[config.mk]
export PLATFORM = sky130hd
export DESIGN_NAME = cube_bbox_tracker
export DESIGN_NICKNAME = d
export VERILOG_FILES = /design/src/rtl/cube_bbox_tracker.sv
export SDC_FILE = /design/constraint.sdc
export NUM_CORES = 1
export LEC_CHECK = 0
export CORE_ASPECT_RATIO = 0.9
export CORE_MARGIN = 4
export CORE_UTILIZATION = 30
export CTS_CLUSTER_SIZE = 16
export DETAILED_ROUTE_END_ITERATION = 6
export GPL_ROUTABILITY_DRIVEN = 0
export PLACE_DENSITY = 0.53
export SKIP_CTS_REPAIR_TIMING = 1
export SYNTH_ARGS = -nofsm -noshare
export SYNTH_HDL_FRONTEND = slang
export SYNTH_SLANG_ARGS = --single-unit
[constraint.sdc]
create_clock -name iCLK -period 3.4 [get_ports iCLK]
set_clock_uncertainty 0.15 [all_clocks]
set_input_delay 0.85 -clock iCLK [delete_from_list [all_inputs] [get_ports iCLK]]
set_output_delay 0.85 -clock iCLK [all_outputs]
set_load 0.02 [all_outputs]
[src/rtl/cube_bbox_tracker.sv]
// Per-frame first-hit / bounding-box / hit-count tracker fed by the cube-start detector.
// Optional squareness qualification is enabled with CUBE_BBOX_SQUARE_CHECK_EN.
module cube_bbox_tracker #(
  parameter int COORD_W    = 11,
  parameter int CNT_W      = 20,
  parameter int MIN_PIXELS = 64
) (
  input  logic               iCLK,
  input  logic               iRST_N,
  input  logic               iFVAL,
  input  logic               iDVAL,
  input  logic [COORD_W-1:0] iX_Cont,
  input  logic [COORD_W-1:0] iY_Cont,
  input  logic               iCubeDetected,
  output logic [COORD_W-1:0] oStartX,
  output logic [COORD_W-1:0] oStartY,
  output logic [COORD_W-1:0] oMinX,
  output logic [COORD_W-1:0] oMaxX,
  output logic [COORD_W-1:0] oMinY,
  output logic [COORD_W-1:0] oMaxY,
  output logic [CNT_W-1:0]   oPixelCount,
  output logic               oBoxValid,
  output logic               oFrameDone
);

  typedef enum logic [1:0] {
    SYNC  = 2'd0,
    ARMED = 2'd1,
    SCAN  = 2'd2
  } state_e;

  localparam int unsigned MIN_EFF = (MIN_PIXELS < 1) ? 32'd1 : 32'(MIN_PIXELS);

  state_e              state_q, state_d;
  logic [COORD_W-1:0]  start_x_q, start_x_d, start_y_q, start_y_d;
  logic [COORD_W-1:0]  min_x_q, min_x_d, max_x_q, max_x_d;
  logic [COORD_W-1:0]  min_y_q, min_y_d, max_y_q, max_y_d;
  logic [CNT_W-1:0]    count_q, count_d;
  logic                first_seen_q, first_seen_d;

  logic [COORD_W-1:0]  out_sx_q, out_sx_d, out_sy_q, out_sy_d;
  logic [COORD_W-1:0]  out_mnx_q, out_mnx_d, out_mxx_q, out_mxx_d;
  logic [COORD_W-1:0]  out_mny_q, out_mny_d, out_mxy_q, out_mxy_d;
  logic [CNT_W-1:0]    out_cnt_q, out_cnt_d;
  logic                out_valid_q, out_valid_d;
  logic                out_done_q, out_done_d;

  logic                hit_s;
  logic                count_ok_s;
  logic                qualify_s;

`ifdef CUBE_BBOX_SQUARE_CHECK_EN
  // Box is "roughly square" when |W-H| <= max(W,H)/4, computed one bit wider than coordinates.
  function automatic logic square_ok(input logic [COORD_W-1:0] mnx, input logic [COORD_W-1:0] mxx,
                                     input logic [COORD_W-1:0] mny, input logic [COORD_W-1:0] mxy);
    logic [COORD_W:0] w, h, diff, big;
    w = {1'b0, mxx} - {1'b0, mnx} + {{COORD_W{1'b0}}, 1'b1};
    h = {1'b0, mxy} - {1'b0, mny} + {{COORD_W{1'b0}}, 1'b1};
    if (w > h) begin
      diff = w - h;
      big  = w;
    end else begin
      diff = h - w;
      big  = h;
    end
    return (diff <= (big >> 2));
  endfunction
`endif

  assign hit_s      = iFVAL & iDVAL & iCubeDetected;
  assign count_ok_s = (64'(count_q) >= 64'(MIN_EFF));

`ifdef CUBE_BBOX_SQUARE_CHECK_EN
  assign qualify_s = count_ok_s & square_ok(min_x_q, max_x_q, min_y_q, max_y_q);
`else
  assign qualify_s = count_ok_s;
`endif

  // Next-state, accumulation and publish logic.
  always_comb begin
    state_d      = state_q;
    start_x_d    = start_x_q;
    start_y_d    = start_y_q;
    min_x_d      = min_x_q;
    max_x_d      = max_x_q;
    min_y_d      = min_y_q;
    max_y_d      = max_y_q;
    count_d      = count_q;
    first_seen_d = first_seen_q;
    out_sx_d     = out_sx_q;
    out_sy_d     = out_sy_q;
    out_mnx_d    = out_mnx_q;
    out_mxx_d    = out_mxx_q;
    out_mny_d    = out_mny_q;
    out_mxy_d    = out_mxy_q;
    out_cnt_d    = out_cnt_q;
    out_valid_d  = out_valid_q;
    out_done_d   = 1'b0;

    case (state_q)
      SYNC: begin
        if (!iFVAL) begin
          state_d = ARMED;
        end else begin
          state_d = SYNC;
        end
      end

      ARMED: begin
        if (iFVAL) begin
          state_d = SCAN;
          // The frame's first cycle may itself carry a hit, so seed from it directly.
          if (hit_s) begin
            start_x_d    = iX_Cont;
            start_y_d    = iY_Cont;
            min_x_d      = iX_Cont;
            max_x_d      = iX_Cont;
            min_y_d      = iY_Cont;
            max_y_d      = iY_Cont;
            count_d      = {{(CNT_W-1){1'b0}}, 1'b1};
            first_seen_d = 1'b1;
          end else begin
            start_x_d    = {COORD_W{1'b0}};
            start_y_d    = {COORD_W{1'b0}};
            min_x_d      = {COORD_W{1'b1}};
            max_x_d      = {COORD_W{1'b0}};
            min_y_d      = {COORD_W{1'b1}};
            max_y_d      = {COORD_W{1'b0}};
            count_d      = {CNT_W{1'b0}};
            first_seen_d = 1'b0;
          end
        end else begin
          state_d = ARMED;
        end
      end

      SCAN: begin
        if (!iFVAL) begin
          state_d    = ARMED;
          out_done_d = 1'b1;
          out_cnt_d  = count_q;
          if (qualify_s) begin
            out_sx_d    = start_x_q;
            out_sy_d    = start_y_q;
            out_mnx_d   = min_x_q;
            out_mxx_d   = max_x_q;
            out_mny_d   = min_y_q;
            out_mxy_d   = max_y_q;
            out_valid_d = 1'b1;
          end else begin
            out_sx_d    = {COORD_W{1'b0}};
            out_sy_d    = {COORD_W{1'b0}};
            out_mnx_d   = {COORD_W{1'b0}};
            out_mxx_d   = {COORD_W{1'b0}};
            out_mny_d   = {COORD_W{1'b0}};
            out_mxy_d   = {COORD_W{1'b0}};
            out_valid_d = 1'b0;
          end
        end else if (hit_s) begin
          if (count_q != {CNT_W{1'b1}}) begin
            count_d = count_q + {{(CNT_W-1){1'b0}}, 1'b1};
          end else begin
            count_d = count_q;
          end
          if (iX_Cont < min_x_q) begin
            min_x_d = iX_Cont;
          end else begin
            min_x_d = min_x_q;
          end
          if (iX_Cont > max_x_q) begin
            max_x_d = iX_Cont;
          end else begin
            max_x_d = max_x_q;
          end
          if (iY_Cont < min_y_q) begin
            min_y_d = iY_Cont;
          end else begin
            min_y_d = min_y_q;
          end
          if (iY_Cont > max_y_q) begin
            max_y_d = iY_Cont;
          end else begin
            max_y_d = max_y_q;
          end
          if (!first_seen_q) begin
            start_x_d    = iX_Cont;
            start_y_d    = iY_Cont;
            first_seen_d = 1'b1;
          end else begin
            first_seen_d = first_seen_q;
          end
        end else begin
          state_d = SCAN;
        end
      end

      default: begin
        state_d = SYNC;
      end
    endcase
  end

  // State, working accumulators and registered outputs.
  always_ff @(posedge iCLK or negedge iRST_N) begin
    if (!iRST_N) begin
      state_q      <= SYNC;
      start_x_q    <= {COORD_W{1'b0}};
      start_y_q    <= {COORD_W{1'b0}};
      min_x_q      <= {COORD_W{1'b1}};
      max_x_q      <= {COORD_W{1'b0}};
      min_y_q      <= {COORD_W{1'b1}};
      max_y_q      <= {COORD_W{1'b0}};
      count_q      <= {CNT_W{1'b0}};
      first_seen_q <= 1'b0;
      out_sx_q     <= {COORD_W{1'b0}};
      out_sy_q     <= {COORD_W{1'b0}};
      out_mnx_q    <= {COORD_W{1'b0}};
      out_mxx_q    <= {COORD_W{1'b0}};
      out_mny_q    <= {COORD_W{1'b0}};
      out_mxy_q    <= {COORD_W{1'b0}};
      out_cnt_q    <= {CNT_W{1'b0}};
      out_valid_q  <= 1'b0;
      out_done_q   <= 1'b0;
    end else begin
      state_q      <= state_d;
      start_x_q    <= start_x_d;
      start_y_q    <= start_y_d;
      min_x_q      <= min_x_d;
      max_x_q      <= max_x_d;
      min_y_q      <= min_y_d;
      max_y_q      <= max_y_d;
      count_q      <= count_d;
      first_seen_q <= first_seen_d;
      out_sx_q     <= out_sx_d;
      out_sy_q     <= out_sy_d;
      out_mnx_q    <= out_mnx_d;
      out_mxx_q    <= out_mxx_d;
      out_mny_q    <= out_mny_d;
      out_mxy_q    <= out_mxy_d;
      out_cnt_q    <= out_cnt_d;
      out_valid_q  <= out_valid_d;
      out_done_q   <= out_done_d;
    end
  end

  assign oStartX     = out_sx_q;
  assign oStartY     = out_sy_q;
  assign oMinX       = out_mnx_q;
  assign oMaxX       = out_mxx_q;
  assign oMinY       = out_mny_q;
  assign oMaxY       = out_mxy_q;
  assign oPixelCount = out_cnt_q;
  assign oBoxValid   = out_valid_q;
  assign oFrameDone  = out_done_q;

endmodule

==> results by stage, run 1 <==
Run status:
- The run finished with clean final reports.

CTS:
- The worst-skew pair later-pin latency is 0.43 ns.
- CTS built an H-tree with a depth of 4.
- The clock sink total is 177.
- TritonCTS built the clock tree.
- The number of CTS-inserted buffers is 17.
- The worst-case clock buffer depth is 2.
- The root buffer cell chosen for the clock tree is sky130_fd_sc_hd__clkbuf_16.
- The post-CTS clock slew at the launch and capture registers of the worst setup and hold paths is 0.06 ns.

Pwr:
- Per report_power, the combinational group accounts for 34.5% of the total.
- The power density over cell area is 720.2 mW/mm².
- Summed over all cells, the static leakage comes to 5.079 nW.
- The fraction of power consumed by the clock network is 26.2%.
- The internal portion of total power is 5.115 mW.
- The overall power of the completed layout is 7.852 mW.
- The power dissipated by switching net loads is 2.737 mW.
- The worst-case IR drop observed on VDD is 307.1 µV.
- The sequential group share of total power is 39.3%.
- Net switching is 34.86% of the power.

Worst setup path:
- Counting stages on the worst path, the most repeated cell is sky130_fd_sc_hd__buf_4.
- The class of the most critical setup path is input pin to register.
- The slowest stage of the critical path belongs to the cell sky130_fd_sc_hd__clkdlybuf4s50_1.
- The count of cells along the worst register-to-register path is 9.
- Walking the worst path, the cells encountered are clkdlybuf4s50_1 > ha_1 > a211oi_1 > nor2_1 > a2111o_1 > o22ai_1 > buf_4 > buf_4 > mux2i_1.
- Counting both buffers and inverters, the worst setup path holds a total of 3.
- The worst setup path is launched from an input pin.
- The peak per-stage delay on the critical path is 0.45 ns.
- In this run the critical register-to-register path is captured at max_y_q[7]$_DFFE_PN0P_.
- The required time of the worst setup path is 3.59 ns.
- STA puts the critical path data arrival time at 3.06 ns.
- The reg2reg setup slack is 0.62 ns.
- The cell family contributing the most delay on the critical path is buffers and inverters.
- The largest fanout on the critical path is 6.
- The startpoint of the worst-slack reg-to-reg timing path is state_q[0]$_DFFE_PN0P_.
- The sort of element at the end of the critical path is a register.

Global route:
- Entering global routing, the biggest net connects 62 pins.
- The combined global-route utilization of all metal layers is 14.57%.
- The first global-routing pass estimated 36.40 mm of wire.
- The initial antenna violation count is 0.
- The remaining global-route overflow is 0.
- The via count of the first global-routing pass came to 6,582.

Synth:
- Sequential elements use 52.11% of the synthesized area.
- Of all flip-flops after synthesis, the portion carrying an async set or reset was 100.0%.
- The post-synthesis net count is 885.
- In the post-synthesis netlist, the biggest area contributors are sky130_fd_sc_hd__dfrtp_1 45%, sky130_fd_sc_hd__ha_1 7.0%, sky130_fd_sc_hd__a22o_1 6.8%, sky130_fd_sc_hd__dfstp_2 6.8%, sky130_fd_sc_hd__nand2_1 5.0%.
- The flip-flop and latch count after synthesis is 177.
- The count of flip-flops with a built-in enable after synthesis is 0.
- The warning count from the yosys run is 0.
- The average cell area after synthesis is 10.56 µm².
- The synthesized design spends more area on one cell type than any other, namely sky130_fd_sc_hd__dfrtp_1.
- Among all flip-flop cells after synthesis, the most frequent one is sky130_fd_sc_hd__dfrtp_1.
- The cell area that synthesis handed to floorplanning was 0.008552 mm².
- The cell count after synthesis is 810.
- Summed over its instances, the top area cell type makes up 45.35% of the synthesized netlist area.
- The netlist uses 55 different library cells.

Timing:
- The number of setup violations in the final report is 0.
- The slew at the pin with the worst max-slew slack is 0.6070 ns.
- Timing would allow up to 0.3485 GHz.
- The final number of hold-violating endpoints is 0.
- The final period utilization is 84.40%.
- The setup TNS after final layout is 0 ns.
- Setup repair after global routing left no endpoint under its margin.
- Measured against its own limit, the worst slew margin works out to 59.16%.
- The final critical delay including setup and external delays is 2.870 ns.
- The final max-slew violation count is 0.

Drt:
- After the first detailed-routing iteration, the DRC count stood at 445.
- The iteration count of the initial detailed-routing pass is 6.
- The average detailed-routed wire length per instance is 16.97 µm.
- The number of nets still failing antenna checks after routing is 0.
- The wire length reported by the detailed router is 22.17 mm.
- The number of vias in the routed layout is 6,494.
- After detailed routing, the number of remaining DRC violations is 0.
- The via density per instance is 4.969.

Final layout:
- The number of antenna diodes in the final layout is 0.
- Cells fill 38.92% of the core in the end.
- The number of nets at the end of the flow is 1,009.
- The most frequent standard cell in the layout excluding fill and tap cells is sky130_fd_sc_hd__dfrtp_1.
- Leaving out fill and tap cells, the most frequent cells in the layout are 155 x sky130_fd_sc_hd__dfrtp_1, 114 x sky130_fd_sc_hd__nand2_1, 113 x sky130_fd_sc_hd__clkdlybuf4s50_1.
- The signed area change from the synthesized netlist to the final layout is 27.49%.
- In the final layout, the share of cells above drive strength 1 is 12.46%.

Floorplan:
- The horizontal extent of the die is 186.0 µm.
- The total die area is 0.03128 mm².
- The total area inside the core boundary comes to 0.02801 mm².
- Once the floorplan was initialized, standard cells occupied 30.53% of the core.
- The vertical die dimension is 168.2 µm.
- The number of top-level pins is 115.
- In this run the core area contains 58 standard-cell rows.

Placement:
- The count of input and output buffers is 114.
- After legalization and detailed placement, the total HPWL measured 15.48 mm.

Worst hold path:
- The path type of the worst min-delay path is input pin to async pin.

Job:
- The number of max-cap violations is 0.
[per-layer routing]
layer | part of all wire (%) | global-route usage [%]
met2 | 45 | 22.37
met3 | 3.8 | 3.046
met4 | 0.71 | 3.389
met1 | 51 | 21.17
met5 | 0 | 0
[through the flow]
stage	area, µm²	instances	setup WS [ns]	hold WS [ns]
final	10900	1307	0.5305	0.2624
after detailed placement	10300	1275	0.07310	0.3155
after global placement	10300	1275	0.06239	0.2959
after floorplan	8552	810	0.6640	0.2823
after global routing	10900	1307	0.3839	0.2789
after CTS	10900	1307	0.5330	0.2726
[registers in the layout, summed over array words and instances, names as in the netlist, 2 cells and up]
signal and count:
count_q 20, oPixelCount 20, max_x_q 11, max_y_q 11, min_x_q 11, min_y_q 11, oMaxX 11, oMaxY 11
oMinX 11, oMinY 11, oStartX 11, oStartY 11, start_x_q 11, start_y_q 11, state_q 2
[cell families (layout without fill, tap and decap cells)]
logic type | Yosys count | in the layout | share of synthesized area, %
AND/OR/NAND/NOR | 246 | 246 | 13.61
AO/OA/AOI/OAI | 194 | 194 | 16.93
flip-flops | 177 | 177 | 52.11
buffers and inverters | 98 | 235 | 4.770
adder cells (fa/ha/maj) | 48 | 48 | 7.023
multiplexers | 39 | 39 | 4.740
XOR/XNOR | 8 | 8 | 0.8193
[worst max-delay path by stage]
stage                                       from                endpoint  slack (ns)  cells past startpoint
after floorplan                       iY_Cont[8]  max_y_q[1]$_DFFE_PN0P_        0.66                      7
after global placement                iX_Cont[6]  max_x_q[2]$_DFFE_PN0P_        0.06                      8
after detailed placement              iY_Cont[8]  max_y_q[5]$_DFFE_PN0P_        0.07                      9
after CTS                             iY_Cont[8]  max_y_q[8]$_DFFE_PN0P_        0.53                      9
after global routing      state_q[0]$_DFFE_PN0P_  max_y_q[9]$_DFFE_PN0P_        0.38                      9
final                                 iY_Cont[8]  max_y_q[7]$_DFFE_PN0P_        0.53                      9
[area by class of cell]
type / count / area (µm²)
clock buffers: 19 / 432.9
clock inverters: 13 / 173.9
fillers: 2793 / 17110
inverters: 51 / 191.4
multi-input cells: 535 / 3720
flip-flops and latches: 177 / 4457
well taps: 360 / 450.4
repair buffers: 152 / 1478
[Yosys cell counts (all sizes together), types with 19 or more instances]
cell type,count
a21oi,19
a22o,66
buf,25
clkbuf,22
dfrtp,155
dfstp,22
ha,48
inv,51
mux2i,27
nand2,114
nor2,55
o21ai,45
[power by group through the flow]
stage	clock [mW]	combinational (mW)	sequential, mW
after floorplan	0	1.49	3.27
after global placement	0	2.70	3.13
after detailed placement	0	2.74	3.12
after CTS	2.12	2.76	3.09
after global routing	2.21	3.03	3.16
final	2.06	2.71	3.09
No activity file was read; power rests on OpenSTA's default activity.
==> run 2: changes to the inputs <==
--- a/config.mk
+++ b/config.mk
@@ -11,7 +11,7 @@
 export CTS_CLUSTER_SIZE = 16
 export DETAILED_ROUTE_END_ITERATION = 6
 export GPL_ROUTABILITY_DRIVEN = 0
-export PLACE_DENSITY = 0.53
+export PLACE_DENSITY = 0.55
 export SKIP_CTS_REPAIR_TIMING = 1
 export SYNTH_ARGS = -nofsm -noshare
 export SYNTH_HDL_FRONTEND = slang
==> constraint.sdc (replaced) <==
create_clock -name iCLK -period 2.4 [get_ports iCLK]
set_clock_uncertainty 0.15 [all_clocks]
set_input_delay 0.6 -clock iCLK [delete_from_list [all_inputs] [get_ports iCLK]]
set_output_delay 0.6 -clock iCLK [all_outputs]
set_load 0.02 [all_outputs]
==> run 2 against run 1 <==
Net effect: worst setup slack worse by 0.48 ns; power up 48%; count of clock-buffer cells in the layout down 2; sequential share of layout area down 3.1 points; hold slack better by 0.051 ns; design area up 8.2%; clock power up 36%; core utilization up 3.2 points; via count up 5.5%; routed wire length up 9.2%; critical path type unchanged.
==> results by stage, run 2 (same netlist as run 1, synthesis figures left out) <==
Worst hold path:
- The min-delay analysis places its worst path in the category register to register.
- The beginning of the worst hold path is first_seen_q$_DFFE_PN0P_.

Placement:
- The count of input and output buffers is 114 (unchanged).
- The total placed cells including tap cells is 1,340 (+5.1%).
- The worst setup slack after placement is -0.6313 ns (-0.7044 ns).
- The detailed placement HPWL is 16.84 mm (+8.8%).

Floorplan:
- The number of top-level pins is 115 (unchanged).
- The effective utilization at floorplan is 30.53% (unchanged).
- The total die area is 0.03128 mm² (unchanged).
- The horizontal extent of the die is 186.0 µm (unchanged).
- The vertical die dimension came to 168.2 µm (unchanged).
- The number of placement rows is 58 (unchanged).
- The core area is 0.02801 mm² (unchanged).

Timing:
- The final critical delay including setup and external delays is 2.350 ns.
- The worst slew margin relative to its limit is 61.73% (+2.6 points).
- The final max-slew violation count came to 0 (unchanged).
- Setup repair after global routing could not meet its margin everywhere.
- The smallest setup slack after layout is 0.05001 ns (-0.4804 ns).
- The achievable clock frequency is 0.4255 GHz.
- The slew at the pin with the worst max-slew slack is 0.5688 ns (-0.03820 ns).
- In the finished design, the share of the clock period the worst path needs comes to 97.92%.
- The setup TNS after final layout was 0 ns (unchanged).
- The number of setup violations in the final report is 0 (unchanged).
- The final number of hold-violating endpoints is 0 (unchanged).

Final layout:
- The final core utilization is 42.13% (+3.2 points).
- The register area came to 0.004457 mm² (unchanged).
- The number of nets at the end of the flow is 1,086 (+7.6%).
- The area growth from synthesis to layout is 38.00%.
- The total inserted antenna cells is 0 (unchanged).
- The share of final-layout standard cells stronger than drive strength 1 is 21.97% (+9.5 points).
- The area of combinational cells with multiple inputs is 0.003943 mm² (+6.0%).
- The non-filler instance count after layout is 1,384 (+5.9%).
- The top cell types in the final layout, fill and taps aside, are 155 x sky130_fd_sc_hd__dfrtp_1, 114 x sky130_fd_sc_hd__nand2_1, 99 x sky130_fd_sc_hd__buf_4.
- The number of filler cells placed in the layout came to 2,678 (-4.1%).
- Leaving out fill and tap cells, the most frequent cell in the layout is sky130_fd_sc_hd__dfrtp_1.

Job:
- The number of max-cap violations was 0 (unchanged).

CTS:
- The number of CTS-inserted buffers came to 17 (unchanged).
- The worst-case clock buffer depth is 2 (unchanged).
- The CTS tree is done.
- The clock sink total was 177 (unchanged).
- The number of levels in the clock H-tree was 4 (unchanged).
- The post-CTS clock slew at the launch and capture registers of the worst setup and hold paths is 0.08 ns (+0.02 ns).
- The worst-skew pair later-pin latency is 0.44 ns (about the same).
- CTS placed an instance of sky130_fd_sc_hd__clkbuf_16 at the clock tree root.

Pwr:
- The leakage power is 5.637 nW (+11%).
- The worst-case vdd ir drop is 475.0 µV (+55%).
- The overall power of the completed layout came to 11.63 mW (+48%).
- The power density over cell area came to 985.9 mW/mm² (+37%).

Drt:
- The wire length reported by the detailed router is 24.22 mm (+9.2%).
- The number of nets still failing antenna checks after routing was 0 (unchanged).
- The number of vias in the routed layout is 6,851 (+5.5%).
- The average detailed-routed wire length per instance is 17.50 µm (+3.1%).
- The iteration count of the initial detailed-routing pass came to 4 (-2).
- The remaining routing DRC violations was 0 (unchanged).
- The DRC violation total after the first TritonRoute iteration came to 350 (-21%).
- The via density per instance came to 4.950 (-0.37%).

Global route:
- The initial antenna violation count is 0 (unchanged).
- The wire length of the first global-routing pass is 38.57 mm (+6.0%).
- The pin count of the biggest net entering global routing is 80 (+29%).
- The via count of the first global-routing pass is 7,055 (+7.2%).
- The remaining global-route overflow is 0 (unchanged).
- The combined global-route utilization of all metal layers is 15.56% (+0.99 points).

Worst setup path:
- By startpoint and endpoint, the worst setup path is classified as input pin to register.
- The required time of the worst setup path is 2.58 ns (-1.01 ns).
- The data arrival time at the worst-slack endpoint was 2.53 ns (-0.53 ns).
- STA classifies the critical path endpoint as a register.
- STA classifies the critical path startpoint as an input pin.
- The largest fanout on the critical path is 10 (+4).
- The startpoint of the worst-slack reg-to-reg timing path is max_x_q[5]$_DFFE_PN0P_.
- The launch point of the worst path is iX_Cont[1].

Run status:
- The run finished with clean final reports.
## run 2: cell count changes in the layout (fill, tap and decap cells not counted), moves of 7 or more
cell and change:
sky130_fd_sc_hd__buf_4 +65, sky130_fd_sc_hd__clkdlybuf4s50_1 -16, sky130_fd_sc_hd__dlymetal6s2s_1 +16, sky130_fd_sc_hd__ha_1 -8, sky130_fd_sc_hd__ha_4 +8, sky130_fd_sc_hd__inv_8 +7
## run 2: worst paths after layout
path,end,slack [ns],cells past startpoint
min in group asynchronous,count_q[8]$_DFFE_PN0P_,0.46,2
max in group asynchronous,oStartX[4]$_DFFE_PN0P_,0.93,4
worst min register to register,first_seen_q$_DFFE_PN0P_,0.31,2
worst min-delay path,first_seen_q$_DFFE_PN0P_,0.31,2
worst max-delay path,max_x_q[3]$_DFFE_PN0P_,0.05,9
worst max register to register,max_x_q[3]$_DFFE_PN0P_,0.07,9
## run 2: per-stage QoR
step	area, µm²	hold slack, ns
3_3_place_gp	10860	0.2940
5_1_grt	11800	0.3440
3_5_place_dp	10860	0.3007
4_1_cts	11440	-0.1196
6_report	11800	0.3135
2_1_floorplan	8581	0.1544
## run 2: area by class of cell
type                    count  share of cell area, %
flip-flops and latches    177                  37.77
repair buffers            227                  18.42
clock inverters            15                  1.368
clock buffers              17                  3.605
multi-input cells         537                  33.41
well taps                 360                  3.817
inverters                  51                  1.622
## run 2: worst max-delay path, cell delays in order
cell and delay [ns]:
sky130_fd_sc_hd__clkdlybuf4s50_1 0.48, sky130_fd_sc_hd__ha_1 0.34, sky130_fd_sc_hd__nand3b_1 0.09, sky130_fd_sc_hd__a21boi_1 0.06
sky130_fd_sc_hd__o31a_1 0.23, sky130_fd_sc_hd__buf_4 0.16, sky130_fd_sc_hd__clkbuf_16 0.17, sky130_fd_sc_hd__buf_4 0.14
sky130_fd_sc_hd__a211o_1 0.25
## run 2: layer usage
| layer | vias to the layer above | routed length (µm) | track usage (%) |
|---|---|---|---|
| met3 | 26 | 1357 | 3.802 |
| met1 | 3354 | 11780 | 22.50 |
| li1 | 3312 | - | - |
| met5 | - | 0 | 0 |
| met4 | 0 | 331 | 4.308 |
| met2 | 159 | 10750 | 23.28 |
## run 2: report_power, final
group	switching (mW)	total, mW	internal, mW
Clock	1.40	2.80	1.40
Combinational	2.31	4.44	2.13
Sequential	0.527	4.39	3.87
==> run 3: changes to the inputs <==
--- a/config.mk
+++ b/config.mk
@@ -12,6 +12,7 @@
 export DETAILED_ROUTE_END_ITERATION = 6
 export GPL_ROUTABILITY_DRIVEN = 0
 export PLACE_DENSITY = 0.55
+export SETUP_SLACK_MARGIN = 0.1
 export SKIP_CTS_REPAIR_TIMING = 1
 export SYNTH_ARGS = -nofsm -noshare
 export SYNTH_HDL_FRONTEND = slang
==> run 3 against run 2 <==
Net effect: sequential power barely moved; worst setup slack improved by 0.048 ns; design area rose by 3.1%; via count grew 1.8%; first-iteration DRC count grew 35%; hold slack better by 0.0099 ns; final cell count up 1.0%.
==> results by stage, run 3 (same netlist as run 1, synthesis figures left out) <==
Worst setup path:
- The largest fanout on the critical path was 5 (-5).
- The data arrival time at the worst-slack endpoint is 2.47 ns (-0.06 ns).
- STA classifies the critical path endpoint as a register.
- Walking the worst path, the cells encountered are inv_2 > ha_4 > and4_4 > a21boi_2 > o31a_1 > clkbuf_16 > o32ai_1 > a211o_1.
- The critical path ends at max_x_q[5]$_DFFE_PN0P_.
- Grouping stages by cell kind, the critical path spends the most delay in compound AO/OA/AOI/OAI gates.
- The number of buffer and inverter stages on the critical path was 2 (-2).
- The logic depth of the worst setup path including buffers is 8 (-1).
- The standard cell with the maximum stage delay on the critical path is sky130_fd_sc_hd__dfrtp_1.
- The reg2reg setup slack is 0.1 ns (+0.03 ns).
- The type of element launching the critical path is a register.
- The critical path is of the register to register type.
- The launch point of the worst path is max_x_q[3]$_DFFE_PN0P_.
- In this run the critical register-to-register path is captured at max_x_q[5]$_DFFE_PN0P_.
- The count of cells along the worst register-to-register path came to 8 (-1).
- The startpoint of the worst-slack reg-to-reg timing path is max_x_q[3]$_DFFE_PN0P_.
- The required time of the worst setup path is 2.57 ns (about the same).
- The peak per-stage delay on the critical path was 0.41 ns (-0.07 ns).

Timing:
- The slew at the pin with the worst max-slew slack is 0.4941 ns (-0.07473 ns).
- The achievable clock frequency came to 0.4345 GHz (+2.1%).
- The number of setup violations in the final report is 0 (unchanged).
- Setup repair after global routing could not meet its margin everywhere.
- The final period utilization is 95.91% (-2.0 points).
- The worst slew margin relative to its limit came to 66.76% (+5.0 points).
- The final max-slew violation count is 0 (unchanged).
- The smallest setup slack after layout is 0.09826 ns (+0.04825 ns).
- The setup TNS after final layout is 0 ns (unchanged).
- The final critical delay including setup and external delays is 2.302 ns (-0.04825 ns).
- The final number of hold-violating endpoints is 0 (unchanged).

Final layout:
- The number of nets at the end of the flow was 1,100 (+1.3%).
- The area of combinational cells with multiple inputs is 0.004125 mm² (+4.6%).
- Leaving out fill and tap cells, the most frequent cells in the layout are 153 x sky130_fd_sc_hd__dfrtp_1, 114 x sky130_fd_sc_hd__nand2_1, 105 x sky130_fd_sc_hd__buf_4.
- The non-filler instance count after layout is 1,398 (+1.0%).
- The register area came to 0.004459 mm² (about the same).
- The share of final-layout standard cells stronger than drive strength 1 is 25.05% (+3.1 points).
- Leaving out fill and tap cells, the most frequent cell in the layout is sky130_fd_sc_hd__dfrtp_1.
- The total inserted antenna cells is 0 (unchanged).
- The number of filler cells placed in the layout is 2,684 (+0.22%).
- From synthesis to final layout, the design area changed by 42.21%.

Job:
- The number of max-cap violations is 0 (unchanged).

Floorplan:
- The number of placement rows is 58 (unchanged).
- The vertical die dimension is 168.2 µm (unchanged).
- The horizontal extent of the die is 186.0 µm (unchanged).
- The effective utilization at floorplan is 30.53% (unchanged).
- The total die area came to 0.03128 mm² (unchanged).
- The number of top-level pins came to 115 (unchanged).
- The core area is 0.02801 mm² (unchanged).

Pwr:
- The power density over cell area is 987.6 mW/mm² (+0.18%).
- The power dissipated by switching net loads was 4.270 mW (+0.87%).
- The overall power of the completed layout came to 12.01 mW (+3.2%).
- The internal portion of total power is 7.741 mW (+4.6%).
- The sequential group share of total power was 36.5% (-1.2 points).
- The leakage power is 5.793 nW (+2.8%).
- The fraction of power consumed by the clock network was 23.5% (-0.6 points).
- The worst-case vdd ir drop came to 480.5 µV (+1.2%).
- The proportion of total power due to net switching is 35.55% (-0.83 points).
- The logic gate share of total power is 40.1% (+1.9 points).

Global route:
- The pin count of the biggest net entering global routing was 55 (-31%).
- The remaining global-route overflow was 0 (unchanged).
- The initial antenna violation count is 1 (+1).
- The wire length of the first global-routing pass is 38.75 mm (+0.46%).
- The combined global-route utilization of all metal layers is 15.63% (+0.077 points).
- The via count of the first global-routing pass is 6,992 (-0.89%).

Placement:
- The total placed cells including tap cells is 1,339 (-0.075%).
- The worst setup slack after placement is -0.5381 ns (+0.09319 ns).
- The detailed placement HPWL is 16.89 mm (+0.32%).
- The count of input and output buffers is 114 (unchanged).

Drt:
- The remaining routing DRC violations is 0 (unchanged).
- The number of vias in the routed layout is 6,971 (+1.8%).
- The via density per instance was 4.986 (+0.73%).
- The iteration count of the initial detailed-routing pass was 5 (+1).
- The DRC violation total after the first TritonRoute iteration is 471 (+35%).
- The wire length reported by the detailed router was 24.50 mm (+1.2%).
- The number of nets still failing antenna checks after routing was 0 (unchanged).
- The average detailed-routed wire length per instance is 17.52 µm (+0.15%).

Worst hold path:
- The path type of the worst min-delay path is register to register.

CTS:
- The number of CTS-inserted buffers is 17 (unchanged).
- The clock sink total is 177 (unchanged).
- TritonCTS built the clock tree.
- The number of levels in the clock H-tree was 4 (unchanged).
- The worst-case clock buffer depth is 2 (unchanged).
- The post-CTS clock slew at the launch and capture registers of the worst setup and hold paths is 0.08 ns (about the same).
- The worst-skew pair later-pin latency is 0.44 ns (about the same).
- The cell at the root of the clock tree is sky130_fd_sc_hd__clkbuf_16.

Run status:
- The run finished with clean final reports.
run 3: changes by cell type in the layout (fill, tap and decap cells not counted), moves of 4 or more:
cell                              previous run  this run
sky130_fd_sc_hd__ha_1                       40        31
sky130_fd_sc_hd__ha_4                        8        17
sky130_fd_sc_hd__buf_4                      99       105
sky130_fd_sc_hd__buf_6                       3         9
sky130_fd_sc_hd__inv_1                      50        44
sky130_fd_sc_hd__inv_2                       1         7
sky130_fd_sc_hd__inv_8                       7         1
sky130_fd_sc_hd__clkdlybuf4s50_1            97        92
sky130_fd_sc_hd__dlymetal6s2s_1             16        21
sky130_fd_sc_hd__inv_6                       3         8
sky130_fd_sc_hd__mux2_4                      0         4
sky130_fd_sc_hd__o32ai_1                     6         2
run 3: worst min-delay path, stage by stage, from the launching register on:
cell and delay (ns):
sky130_fd_sc_hd__dfrtp_1 0.32, sky130_fd_sc_hd__nand2_1 0.06, sky130_fd_sc_hd__nand2_1 0.06
run 3: layer usage:
| metal | track usage [%] | share of wire, % | vias up |
|---|---|---|---|
| met3 | 3.413 | 3.6 | 31 |
| li1 | - | - | 3343 |
| met1 | 22.61 | 49 | 3456 |
| met2 | 23.70 | 46 | 139 |
| met5 | 0 | 0.033 | - |
| met4 | 4.276 | 1.7 | 2 |
run 3: layout make-up:
cell class / count / share of cell area, %
clock buffers: 18 / 3.611
clock inverters: 14 / 1.132
flip-flops and latches: 177 / 36.67
multi-input cells: 536 / 33.92
inverters: 51 / 1.574
repair buffers: 242 / 19.39
well taps: 360 / 3.704
run 3: per-stage QoR:
stage	cell area [µm²]	utilization [%]	hold WS (ns)
floorplan	8673	-	0.1544
global placement	10970	39.15	0.2969
detailed placement	10970	39.15	0.3098
CTS	11540	41.21	-0.08650
global route	12160	43.42	0.3430
finish	12160	43.42	0.3233
run 3: worst min path at each step:
stage / startpoint / endpoint / cells after the start
after global placement: first_seen_q$_DFFE_PN0P_ / first_seen_q$_DFFE_PN0P_ / 2
after detailed placement: first_seen_q$_DFFE_PN0P_ / first_seen_q$_DFFE_PN0P_ / 2
after floorplan: iRST_N / count_q[0]$_DFFE_PN0P_ / 0
final: first_seen_q$_DFFE_PN0P_ / first_seen_q$_DFFE_PN0P_ / 2
after CTS: iRST_N / max_x_q[3]$_DFFE_PN0P_ / 1
after global routing: oPixelCount[18]$_DFFE_PN0P_ / oPixelCount[18]$_DFFE_PN0P_ / 2
run 3: power groups by stage:
| stage | Combinational, mW | Clock (mW) | Sequential [mW] |
|---|---|---|---|
| after detailed placement | 4.34 | 0 | 4.44 |
| after global placement | 4.28 | 0 | 4.44 |
| after CTS | 4.38 | 2.90 | 4.39 |
| after floorplan | 2.21 | 0 | 4.63 |
| after global routing | 5.30 | 3.02 | 4.49 |
| final | 4.81 | 2.82 | 4.38 |
